===== src/rtl/regfile_write_arbiter_if.sv =====
// Write-port bundle between the register-file write arbiter and its requesters.
//   req       : per-requester write request (level, held until acked)
//   req_addr  : packed requester addresses, requester i at [i*ADDR_WIDTH +: ADDR_WIDTH]
//   req_data  : packed requester data, requester i at [i*DATA_WIDTH +: DATA_WIDTH]
//   hold      : pipeline freeze, suppresses granting for the cycle
//   ack       : one-hot, one-cycle issue pulse back to the requester
//   rf_we/rf_waddr/rf_wdata : registered register-file write port
//   busy      : registered "requests left waiting last cycle" flag
// slave  : arbiter side; master : requester / register-file side.
interface regfile_write_arbiter_if #(
  parameter int NUM_REQ    = 4,
  parameter int DATA_WIDTH = 32,
  parameter int ADDR_WIDTH = 5
);
  logic [NUM_REQ-1:0]            req;
  logic [NUM_REQ*ADDR_WIDTH-1:0] req_addr;
  logic [NUM_REQ*DATA_WIDTH-1:0] req_data;
  logic                          hold;
  logic [NUM_REQ-1:0]            ack;
  logic                          rf_we;
  logic [ADDR_WIDTH-1:0]         rf_waddr;
  logic [DATA_WIDTH-1:0]         rf_wdata;
  logic                          busy;

  modport slave (
    input  req, req_addr, req_data, hold,
    output ack, rf_we, rf_waddr, rf_wdata, busy
  );

  modport master (
    output req, req_addr, req_data, hold,
    input  ack, rf_we, rf_waddr, rf_wdata, busy
  );
endinterface


===== src/rtl/regfile_write_arbiter.sv =====
// Round-robin arbiter sharing the single register-file write port among
// NUM_REQ requesters. One grant per cycle; the winner's address/data are
// registered onto the write port together with a one-cycle ack. Writes to
// register 0 are acked but rf_we stays low ($zero is hardwired).
// Ports:
//   clk   : clock, all state on posedge
//   reset : synchronous, active-high
//   bus   : regfile_write_arbiter_if.slave (requests, hold, ack, write port, busy)
module regfile_write_arbiter #(
  parameter int NUM_REQ    = 4,
  parameter int DATA_WIDTH = 32,
  parameter int ADDR_WIDTH = 5
) (
  input  logic                      clk,
  input  logic                      reset,
  regfile_write_arbiter_if.slave    bus
);

  localparam int PTR_W = (NUM_REQ > 1) ? $clog2(NUM_REQ) : 1;

  logic [NUM_REQ-1:0]    ack_q;
  logic                  we_q;
  logic [ADDR_WIDTH-1:0] waddr_q;
  logic [DATA_WIDTH-1:0] wdata_q;
  logic                  busy_q;
  logic [PTR_W-1:0]      ptr_q;

  logic [NUM_REQ-1:0]    elig;
  logic [NUM_REQ-1:0]    win_oh;
  logic                  found;
  logic [PTR_W-1:0]      win_idx;
  logic [ADDR_WIDTH-1:0] sel_addr;
  logic [DATA_WIDTH-1:0] sel_data;
  logic [PTR_W-1:0]      ptr_d;
  logic                  busy_d;
  int unsigned           scan;

  // Priority scan starting at ptr_q and wrapping modulo NUM_REQ, so a
  // non-power-of-2 requester count never yields an invalid index.
  always_comb begin
    elig     = bus.req & ~ack_q;   // just-acked requesters cannot win again yet
    found    = 1'b0;
    win_idx  = '0;
    win_oh   = '0;
    scan     = 0;
    sel_addr = '0;
    sel_data = '0;
    for (int unsigned k = 0; k < NUM_REQ; k++) begin
      scan = 32'(ptr_q) + k;
      if (scan >= NUM_REQ) begin
        scan = scan - NUM_REQ;
      end
      if (!bus.hold && !found && (|(elig & (NUM_REQ'(1) << scan)))) begin
        found   = 1'b1;
        win_idx = PTR_W'(scan);
      end
    end
    if (found) begin
      win_oh = NUM_REQ'(1) << win_idx;
    end
    // One-hot AND-OR mux for the winner's address/data.
    for (int unsigned j = 0; j < NUM_REQ; j++) begin
      if (win_oh[j]) begin
        sel_addr = sel_addr | bus.req_addr[j*ADDR_WIDTH +: ADDR_WIDTH];
        sel_data = sel_data | bus.req_data[j*DATA_WIDTH +: DATA_WIDTH];
      end
    end
    ptr_d = ptr_q;
    if (found) begin
      ptr_d = (win_idx == PTR_W'(NUM_REQ - 1)) ? '0 : win_idx + 1'b1;
    end
    busy_d = |(elig & ~win_oh);
  end

  always_ff @(posedge clk) begin
    if (reset) begin
      ack_q   <= '0;
      we_q    <= 1'b0;
      waddr_q <= '0;
      wdata_q <= '0;
      busy_q  <= 1'b0;
      ptr_q   <= '0;
    end else begin
      ack_q  <= win_oh;
      we_q   <= found && (sel_addr != '0);
      busy_q <= busy_d;
      ptr_q  <= ptr_d;
      if (found) begin
        waddr_q <= sel_addr;
        wdata_q <= sel_data;
      end
    end
  end

  assign bus.ack      = ack_q;
  assign bus.rf_we    = we_q;
  assign bus.rf_waddr = waddr_q;
  assign bus.rf_wdata = wdata_q;
  assign bus.busy     = busy_q;

endmodule


===== src/flat_wrapper.sv =====
// flat-port wrapper written by rule: the top's interface ports become plain ports
module regfile_write_arbiter_flat 
#(
  parameter int NUM_REQ    = 4,
  parameter int DATA_WIDTH = 32,
  parameter int ADDR_WIDTH = 5
)
  (clk, reset, bus_req, bus_req_addr, bus_req_data, bus_hold, bus_ack, bus_rf_we, bus_rf_waddr, bus_rf_wdata, bus_busy);
  regfile_write_arbiter_if #(.NUM_REQ(NUM_REQ), .DATA_WIDTH(DATA_WIDTH), .ADDR_WIDTH(ADDR_WIDTH)) bus_i ();
  input  logic clk;
  input  logic reset;
  input wire logic [$bits(bus_i.req)-1:0] bus_req;
  input wire logic [$bits(bus_i.req_addr)-1:0] bus_req_addr;
  input wire logic [$bits(bus_i.req_data)-1:0] bus_req_data;
  input wire logic [$bits(bus_i.hold)-1:0] bus_hold;
  output wire logic [$bits(bus_i.ack)-1:0] bus_ack;
  output wire logic [$bits(bus_i.rf_we)-1:0] bus_rf_we;
  output wire logic [$bits(bus_i.rf_waddr)-1:0] bus_rf_waddr;
  output wire logic [$bits(bus_i.rf_wdata)-1:0] bus_rf_wdata;
  output wire logic [$bits(bus_i.busy)-1:0] bus_busy;
  assign bus_i.req = bus_req;
  assign bus_i.req_addr = bus_req_addr;
  assign bus_i.req_data = bus_req_data;
  assign bus_i.hold = bus_hold;
  assign bus_ack = bus_i.ack;
  assign bus_rf_we = bus_i.rf_we;
  assign bus_rf_waddr = bus_i.rf_waddr;
  assign bus_rf_wdata = bus_i.rf_wdata;
  assign bus_busy = bus_i.busy;
  regfile_write_arbiter #(.NUM_REQ(NUM_REQ), .DATA_WIDTH(DATA_WIDTH), .ADDR_WIDTH(ADDR_WIDTH)) u_core (.clk(clk), .reset(reset), .bus(bus_i));
endmodule

===== config.mk =====
export PLATFORM = sky130hd
export DESIGN_NAME = regfile_write_arbiter_flat
export DESIGN_NICKNAME = d
export VERILOG_FILES = /design/src/rtl/regfile_write_arbiter_if.sv /design/src/rtl/regfile_write_arbiter.sv /design/src/flat_wrapper.sv
export SDC_FILE = /design/constraint.sdc
export NUM_CORES = 1
export LEC_CHECK = 0
export CORE_AREA = 3 3 90 92
export CTS_CLUSTER_SIZE = 16
export DETAILED_ROUTE_END_ITERATION = 16
export DIE_AREA = 0 0 93 95
export PLACE_DENSITY = 0.85
export SLEW_MARGIN = 40
export SYNTH_ARGS = -nofsm -noshare
export SYNTH_HDL_FRONTEND = slang
export SYNTH_SLANG_ARGS = --single-unit

===== constraint.sdc =====
create_clock -name clk -period 7.3 [get_ports clk]
set_input_delay 1.46 -clock clk [delete_from_list [all_inputs] [get_ports clk]]
set_output_delay 1.46 -clock clk [all_outputs]
set_load 0.05 [all_outputs]

==> impl_metrics.tcl, run 1 <==
set metrics [dict create \
    run_status "finished clean" \
    die_w_um 93 \
    startpoint_type "input port" \
    clk_pin_slew_ns 0.09 \
    wl_per_cell_um 19.14 \
    cts_buffers 5 \
    die_y_um 95 \
    p_leak_nw 1.674 \
    antenna_found_initial 0 \
    n_fill_cell 593 \
    worst_clock_skew_ns 0.004799 \
    crit_fanout 28 \
    post_cts_resized 0 \
    num_rows 31 \
    antennaDiodeCount 0 \
    initial_utilization 0.3801 \
    met2_length_mm 5.827 \
    synth_area_sq_um 2771 \
    vias 3279 \
    cts.sinks 45 \
    port_buffers 197 \
    dieArea_sq_um 8835 \
    rsz0062_at_grt "no" \
    htree_levels 2 \
    wl_mm 11.05 \
    drv_cap 0 \
    grt_overflow 0 \
    comb_power_share 0.716 \
    first_iter_violations 119 \
    end_kind "register" \
    switching_share 0.5207 \
    cts_hold_buf 0 \
    postPlaceCellArea_sq_um 4758 \
    gp_congestion 0.8336 \
    grt_max_degree 50 \
    avgSynthCellArea_sq_um 9.300 \
    required_ns 7.52 \
    postRouteAntennaNets 0 \
    arrival_ns 4.74 \
    syn_inst 298 \
    slew_headroom 0.5780 \
    vdd_drop_max_mv 0.2780 \
    drc 0 \
    ys_ff_latch 45 \
    area_delta_synth_final_pct 74.81 \
    internal_power_uw 924.0 \
    synth_warnings 0 \
    boundaryPins 198 \
    power_frac_seq 0.200 \
    slew_viol_final 0 \
    period_needed_ns 4.522 \
    drtPass1Iterations 7 \
    synthDistinctLibCells 34 \
    clock_power_share 0.083 \
    wl_met3_um 999 \
    synth_ff_type "dfxtp_1" \
    postCtsSetupRepairBufs 0 \
    insertion_delay_ns 0.29 \
    grt_pass1_vias 3337 \
    design_area_sq_um 4845 \
    setup_tns_ns 0 \
    grt.total_usage 0.2398 \
    synthTopCellsByCount "a22oi_1, dfxtp_1, nor2_1" \
    synth.area.top_cells "dfxtp_1, a22oi_1, a311oi_2" \
    cts_tree "yes" \
    layout-drive-gt1-share 0.09623 \
    core_area_sq_um 7292 \
    fin_nets 641 \
    worstMarginPinSlew_ns 0.6330 \
    finalCritPeriodShare 0.6194 \
    pwr_density_cell_nw_per_um2 397.9 \
    synth_edf_count 0 \
    yosysTopAreaCell "dfxtp_1" \
    finalHoldViolations 0 \
    cts_buffer_depth 2 \
    critPathKind "input port to register" \
    synthMostInstantiatedCell "a22oi_1" \
    synth_top_area_frac 0.3251 \
    p_sw_mw 1.004 \
    met1_length_mm 4.021 \
    setup_viol 0 \
    min-delay-path-class "register to register" \
    ys_seq_area_frac 0.3251 \
    synth-async-reset-ratio 0 \
    synth_fp_nets 461 \
    place_hpwl_mm 8.411 \
    routed_via_density 5.683 \
    fmax_ghz 0.2212 \
    cts-root-buf "clkbuf_8" \
    highest_layer "met4" \
    grt_pass1_wl_mm 16.63 \
]
## registers in the layout, indices dropped and copies added (netlist names)
name,count
u_core.ptr_q,2
u_core.bus.rf_waddr,5
u_core.bus.ack,4
u_core.bus.rf_wdata,32
u_core.bus.busy,1
u_core.bus.rf_we,1
## critical path: stages
cell             delay [ns]
clkdlybuf4s50_1        0.49
nand2b_2               0.12
o2111ai_2              0.31
mux2i_1                0.28
o21ai_0                0.17
a311oi_1               0.42
ha_1                   0.52
buf_4                  0.42
a22oi_1                0.12
nand2_1                0.11
a21oi_1                0.06
a211oi_2               0.25
## kinds of logic after synthesis
group           after synthesis  share of synthesized area
mux                           2                   0.007224
fa+ha+maj                     8                    0.03612
simple gates                 80                     0.1427
compound gates              126                     0.4257
buf+inv                      37                    0.06320
flops                        45                     0.3251
## metal layers
layer  track usage  up-vias
li1              -     1536
met4       0.08303        0
met5             0        -
met3       0.07331       16
met1        0.2566     1550
met2        0.4457      177
## path summary, 6_finish.rpt
path / start / endpoint / slack, ns / cells past startpoint
setup / recovery: bus_req[0] / u_core.bus.rf_waddr[3] / 2.78 / 12
hold / removal: u_core.bus.rf_wdata[11] / u_core.bus.rf_wdata[11] / 0.50 / 2
setup reg to reg: u_core.ptr_q[0] / u_core.bus.rf_we / 3.71 / 13
hold reg to reg: u_core.bus.rf_wdata[11] / u_core.bus.rf_wdata[11] / 0.50 / 2
## cell type report
| type | instances | area, sq um | share of cell area |
|---|---|---|---|
| Multi-Input combinational cell | 216 | 1697 | 0.3502 |
| Timing Repair Buffer | 202 | 2007 | 0.4143 |
| Tap cell | 99 | 123.9 | 0.02557 |
| Clock buffer | 7 | 86.33 | 0.01782 |
| Inverter | 8 | 30.03 | 0.006198 |
| Sequential cell | 45 | 900.9 | 0.1860 |
## cells in the final DEF (no fill, tap or decap), types with 2 or more instances in the layout
master / netlist / layout
a22oi_1: 70 / 70
a311oi_1: 9 / 9
nor2_1: 43 / 43
buf_4: 0 / 6
nand3_1: 2 / 2
a311oi_2: 26 / 26
o21ai_0: 3 / 3
o2111ai_2: 2 / 2
a221oi_1: 2 / 2
nand2b_1: 5 / 5
nand2_1: 6 / 6
a21oi_1: 3 / 3
mux2i_1: 2 / 2
a211oi_2: 3 / 3
o22ai_1: 2 / 2
clkbuf_8: 0 / 6
and2_1: 5 / 5
inv_1: 8 / 8
ha_1: 8 / 8
nand3b_1: 13 / 13
dfxtp_1: 45 / 45
clkdlybuf4s50_1: 0 / 196
## power by group through the flow
stage	clock (mW)	combinational, mW	sequential [mW]
after global placement	0	1.35	0.388
after global routing	0.176	1.47	0.397
after CTS	0.165	1.38	0.386
after floorplan	0	0.683	0.671
after detailed placement	0	1.38	0.391
final	0.160	1.38	0.386
## per-stage QoR
stage / hold slack (ns) / util / setup slack [ns] / total power [mW] / instances
2_1_floorplan: 0.5206 / - / 3.521 / 1.354 / 298
3_3_place_gp: 0.4873 / 0.6522 / 2.645 / 1.734 / 570
3_5_place_dp: 0.4920 / 0.6525 / 2.523 / 1.771 / 570
4_1_cts: 0.5044 / 0.6644 / 2.835 / 1.933 / 577
5_1_grt: 0.5353 / 0.6644 / 2.533 / 2.045 / 577
6_report: 0.5025 / 0.6644 / 2.778 / 1.928 / 577
Power figures use the tool's default switching activity.
==> inputs of run 2 (changes only) <==
--- a/config.mk
+++ b/config.mk
@@ -5,11 +5,11 @@
 export SDC_FILE = /design/constraint.sdc
 export NUM_CORES = 1
 export LEC_CHECK = 0
-export CORE_AREA = 3 3 90 92
+export CORE_AREA = 3 3 98 100
 export CTS_CLUSTER_SIZE = 16
 export DETAILED_ROUTE_END_ITERATION = 16
-export DIE_AREA = 0 0 93 95
-export PLACE_DENSITY = 0.85
+export DIE_AREA = 0 0 101 103
+export PLACE_DENSITY = 0.76
 export SLEW_MARGIN = 40
 export SYNTH_ARGS = -nofsm -noshare
 export SYNTH_HDL_FRONTEND = slang
==> constraint.sdc (replaced) <==
create_clock -name clk -period 3.75 [get_ports clk]
set_input_delay 0.75 -clock clk [delete_from_list [all_inputs] [get_ports clk]]
set_output_delay 0.75 -clock clk [all_outputs]
set_load 0.05 [all_outputs]
==> impl_metrics.tcl, run 2 (same netlist as run 1, synthesis figures left out) <==
set metrics [dict create \
    htree_levels 2 \
    finalCritPeriodShare 0.9149 \
    postRouteAntennaNets 0 \
    dieArea_sq_um 10400 \
    cts-root-buf "clkbuf_8" \
    area_delta_synth_final_pct 79.46 \
    gp_congestion 0.8752 \
    holdCritStartpoint "u_core.bus.rf_wdata[7]" \
    place_hpwl_mm 8.570 \
    power_frac_seq 0.194 \
    min-delay-path-class "register to register" \
    post_cts_resized 0 \
    vdd_drop_max_mv 0.5219 \
    p_leak_nw 1.739 \
    n_fill_cell 805 \
    grt.total_usage 0.1947 \
    insertion_delay_ns 0.29 \
    grt_util_met1 0.2327 \
    end_kind "register" \
    finalHoldViolations 0 \
    crit_fanout 7 \
    internal_power_mw 1.916 \
    required_ns 3.93 \
    ff2ff_setup_slack_ns 0.51 \
    antenna_found_initial 0 \
    die_y_um 103 \
    setup_viol 0 \
    rsz0062_at_grt "no" \
    pwr_density_cell_nw_per_um2 780.4 \
    cts_hold_buf 0 \
    worst_clock_skew_ns 0.007157 \
    port_buffers 197 \
    drv_cap 0 \
    setup_tns_ns 0 \
    run_status "finished clean" \
    final_common_cell "clkdlybuf4s50_1" \
    worstMarginPinSlew_ns 0.7450 \
    fin_cells 596 \
    core_area_sq_um 8763 \
    startpoint_type "input port" \
    drtPass1Iterations 5 \
    utilization 0.5675 \
    wl_mm 10.93 \
    postCtsSetupRepairBufs 0 \
    vias 3239 \
    p_sw_mw 1.966 \
    initial_utilization 0.3162 \
    layout_common_cells "clkdlybuf4s50_1, a22oi_1, dfxtp_1" \
    first_iter_violations 231 \
    cts_buffers 5 \
    cts.sinks 45 \
    antennaDiodeCount 0 \
    r2r_start "u_core.ptr_q[0]" \
    cts_tree "yes" \
    switching_share 0.5065 \
    slew_viol_final 0 \
    grt_util_met2 0.3600 \
    boundaryPins 198 \
    crit_path_start "bus_req[0]" \
    period_needed_ns 3.431 \
    fin_nets 650 \
    critPathKind "input port to register" \
    num_rows 34 \
    cts_buffer_depth 2 \
    grt_pass1_wl_mm 16.22 \
    die_w_um 101 \
    grt_busiest_layer "met2" \
    grt_pass1_vias 3220 \
    drc 0 \
    layout-drive-gt1-share 0.1168 \
    largest_register_ffs 32 \
    clk_pin_slew_ns 0.08 \
    grt_max_degree 35 \
    grt_util_met3 0.04465 \
    comb_power_share 0.721 \
    fmax_ghz 0.2915 \
    dp.cells 588 \
    grt_overflow 0 \
    slew_headroom 0.5033 \
    wl_per_cell_um 18.33 \
    routed_via_density 5.435 \
    clock_power_share 0.085 \
    arrival_ns 3.62 \
]
==> run 2: layout make-up <==
type / instances / area (sq um) / area share
clock buffer: 7 / 96.34 / 0.01937
clock inverter: 1 / 5.005 / 0.001006
inverter: 8 / 30.03 / 0.006038
multi-input combinational: 216 / 1697 / 0.3411
sequential: 45 / 900.9 / 0.1811
tap: 108 / 135.1 / 0.02717
timing repair buffer: 211 / 2110 / 0.4242
==> run 2: worst max-delay path, cell delays in order <==
cell	delay [ns]
clkdlybuf4s50_1	0.52
nand2b_2	0.12
o2111ai_2	0.23
mux2i_1	0.25
o21ai_0	0.14
a311o_1	0.36
ha_1	0.29
a22oi_1	0.32
nand2_1	0.10
nor4_1	0.25
nand3_1	0.11
and2_1	0.17
==> run 2: worst paths after layout <==
check / to / depth (start not counted)
min: u_core.bus.rf_wdata[7] / 2
max reg2reg: u_core.bus.rf_we / 14
max: u_core.bus.rf_we / 12
min reg2reg: u_core.bus.rf_wdata[7] / 2
==> run 2: stage by stage <==
step           power [mW]  setup slack [ns]  hold WS (ns)  instance area [sq um]
6_report            3.882            0.3191        0.5045                   4974
3_3_place_gp        3.509            0.1924        0.4872                   4872
4_1_cts             3.902            0.3562        0.5078                   4974
3_5_place_dp        3.561           0.04982        0.4960                   4872
5_1_grt             4.141            0.1689        0.5303                   4974
2_1_floorplan       2.636            0.6812        0.5206                   2771
==> run 2: power by group through the flow <==
stage | clock (mW) | combinational (mW) | sequential, mW
5_1_grt | 0.361 | 3.00 | 0.780
3_5_place_dp | 0 | 2.79 | 0.767
2_1_floorplan | 0 | 1.33 | 1.31
3_3_place_gp | 0 | 2.75 | 0.760
6_report | 0.328 | 2.80 | 0.755
4_1_cts | 0.341 | 2.80 | 0.757
==> run 2: per-layer routing <==
metal,vias up,wire length [um]
li1,1558,-
met1,1532,4332
met2,145,5646
met3,4,896
met4,0,52
met5,-,0
==> inputs of run 3 (changes only) <==
--- a/config.mk
+++ b/config.mk
@@ -10,7 +10,6 @@
 export DETAILED_ROUTE_END_ITERATION = 16
 export DIE_AREA = 0 0 101 103
 export PLACE_DENSITY = 0.76
-export SLEW_MARGIN = 40
 export SYNTH_ARGS = -nofsm -noshare
 export SYNTH_HDL_FRONTEND = slang
 export SYNTH_SLANG_ARGS = --single-unit
==> results of run 3 <==
No change in the layout: final DEF, timing and power equal those of run 2.
==> RTL edit: new RTL, settings of run 2 <==
Reset style: asynchronous (`reset`), changed in one clocked block.
--- a/src/rtl/regfile_write_arbiter.sv
+++ b/src/rtl/regfile_write_arbiter.sv
@@ -74,3 +74,3 @@
 
-  always_ff @(posedge clk) begin
+  always_ff @(posedge clk or posedge reset) begin
     if (reset) begin
Check against the original RTL: differs if reset is asserted again (counterexample within 4 cycles, from zero or initial values and one cycle with reset high); with reset held inactive, the same outputs for 10 cycles.
==> RTL edit against run 2 <==
  * Synthesized area is 1.7% lower
  * Final area is 0.55% lower
  * Sequential cell count did not move
  * Synthesized cell count down 5.0%
  * Wire length shrank 5.4%
  * Highest routed layer unchanged
  * Maximum frequency hardly changed
  * Worst setup slack got worse by 0.0032 ns
  * Total power grew 16%
  * Via count fell by 4.4%
  * Sequential power up 16%
  * Utilization shrank 0.31 points
  * Combinational power grew 14%
==> RTL edit: results (changes against run 2) <==
[status] result of the run complete, no violations
[global_routing] fraction of met3 tracks used by global routing 5.35% [+0.88 points]
[worst_setup_path] WP data arrival 3.63 ns [about the same]
[layout] fillers 785 [-2.5%]
[layout] multi-input gates 209 [-3.2%]
[global_routing] Total Routing Usage GR 18.6% [-0.91 points]
[worst_setup_path] start of the worst register-to-register path u_core.ptr_q[0]
[synth] distinct cell type count of the synthesized netlist 31 [-8.8%]
[placement] post-DP HPWL 8370 um [-2.4%]
[synth] cell types with the largest area share after synthesis dfrtp_1, a22oi_1, a31oi_1, nor2_1, buf_6
[worst_setup_path] Critical Path Source bus_req[3]
[layout] non-clock inverter total of the final layout 4 [-4]
[global_routing] global-route met2 utilization 33.0% [-3.0 points]
[worst_setup_path] worst reg2reg setup slack 0.43 ns [-0.08 ns]
[layout] count of nets after finishing 642 [-1.2%]
[layout] fraction of area in registers 22.8% [+4.7 points]
[power] maximum ir drop on the vdd rail 0.322 mV [-38%]
[layout] fraction of area in multi-input gates 29.0% [-5.1 points]
[worst_setup_path] RR Endpoint u_core.bus.rf_we
[worst_setup_path] Critical Path Max Stage Delay 0.47 ns [-0.05 ns]
[min_path] hold path startpoint u_core.bus.rf_waddr[1]
[layout] final core utilization 56.4% [-0.31 points]
[global_routing] largest net degree at the start of global routing 46 [+31%]
[synth] number of instances in the synthesized netlist 283 [-5.0%]
[drt] iteration-0 DRC count of the detailed router 137 [-41%]
[drt] wirelength, routed 10300 um [-5.4%]
[placement] total instance count after detailed placement 580 [-1.4%]
[layout] non-clock buffer count 214 [+1.4%]
[sta] minimum period implied by the final worst setup slack 3.43 ns [+0.00317 ns]
[global_routing] met1 Usage GRT 22.5% [-0.77 points]
[synth] cell type contributing the most total cell area after synthesis dfrtp_1
[synth] sequential area share after synthesis 41.3% [+8.8 points]
## RTL edit: power by group through the flow
stage	registers (W)	logic, W	clock network (W)
2_1_floorplan	0.00166	0.00135	0
3_3_place_gp	0.000878	0.00312	0
3_5_place_dp	0.000888	0.00319	0
4_1_cts	0.000880	0.00320	0.000442
5_1_grt	0.000915	0.00341	0.000463
6_report	0.000877	0.00319	0.000431
## RTL edit: cell families after synthesis
logic type      share of synthesized area (%)
flops                                    41.3
fa+ha+maj                                3.67
simple gates                             13.5
buf+inv                                  6.47
xor+xnor                                0.321
compound gates                           34.7
## RTL edit: critical path, delay by kind of cell
| kind | cells | cell delay [ns] |
|---|---|---|
| buffers and inverters | 2 | 0.67 |
| AO/OA/AOI/OAI | 6 | 1.46 |
| AND/OR/NAND/NOR | 3 | 0.41 |
| adder cells (fa/ha/maj) | 1 | 0.32 |
## RTL edit: metal layers
metal | vias up | wire length [um]
met5 | - | 0
met4 | 0 | 119
met3 | 10 | 937
met2 | 143 | 5320
met1 | 1448 | 3960
li1 | 1495 | -
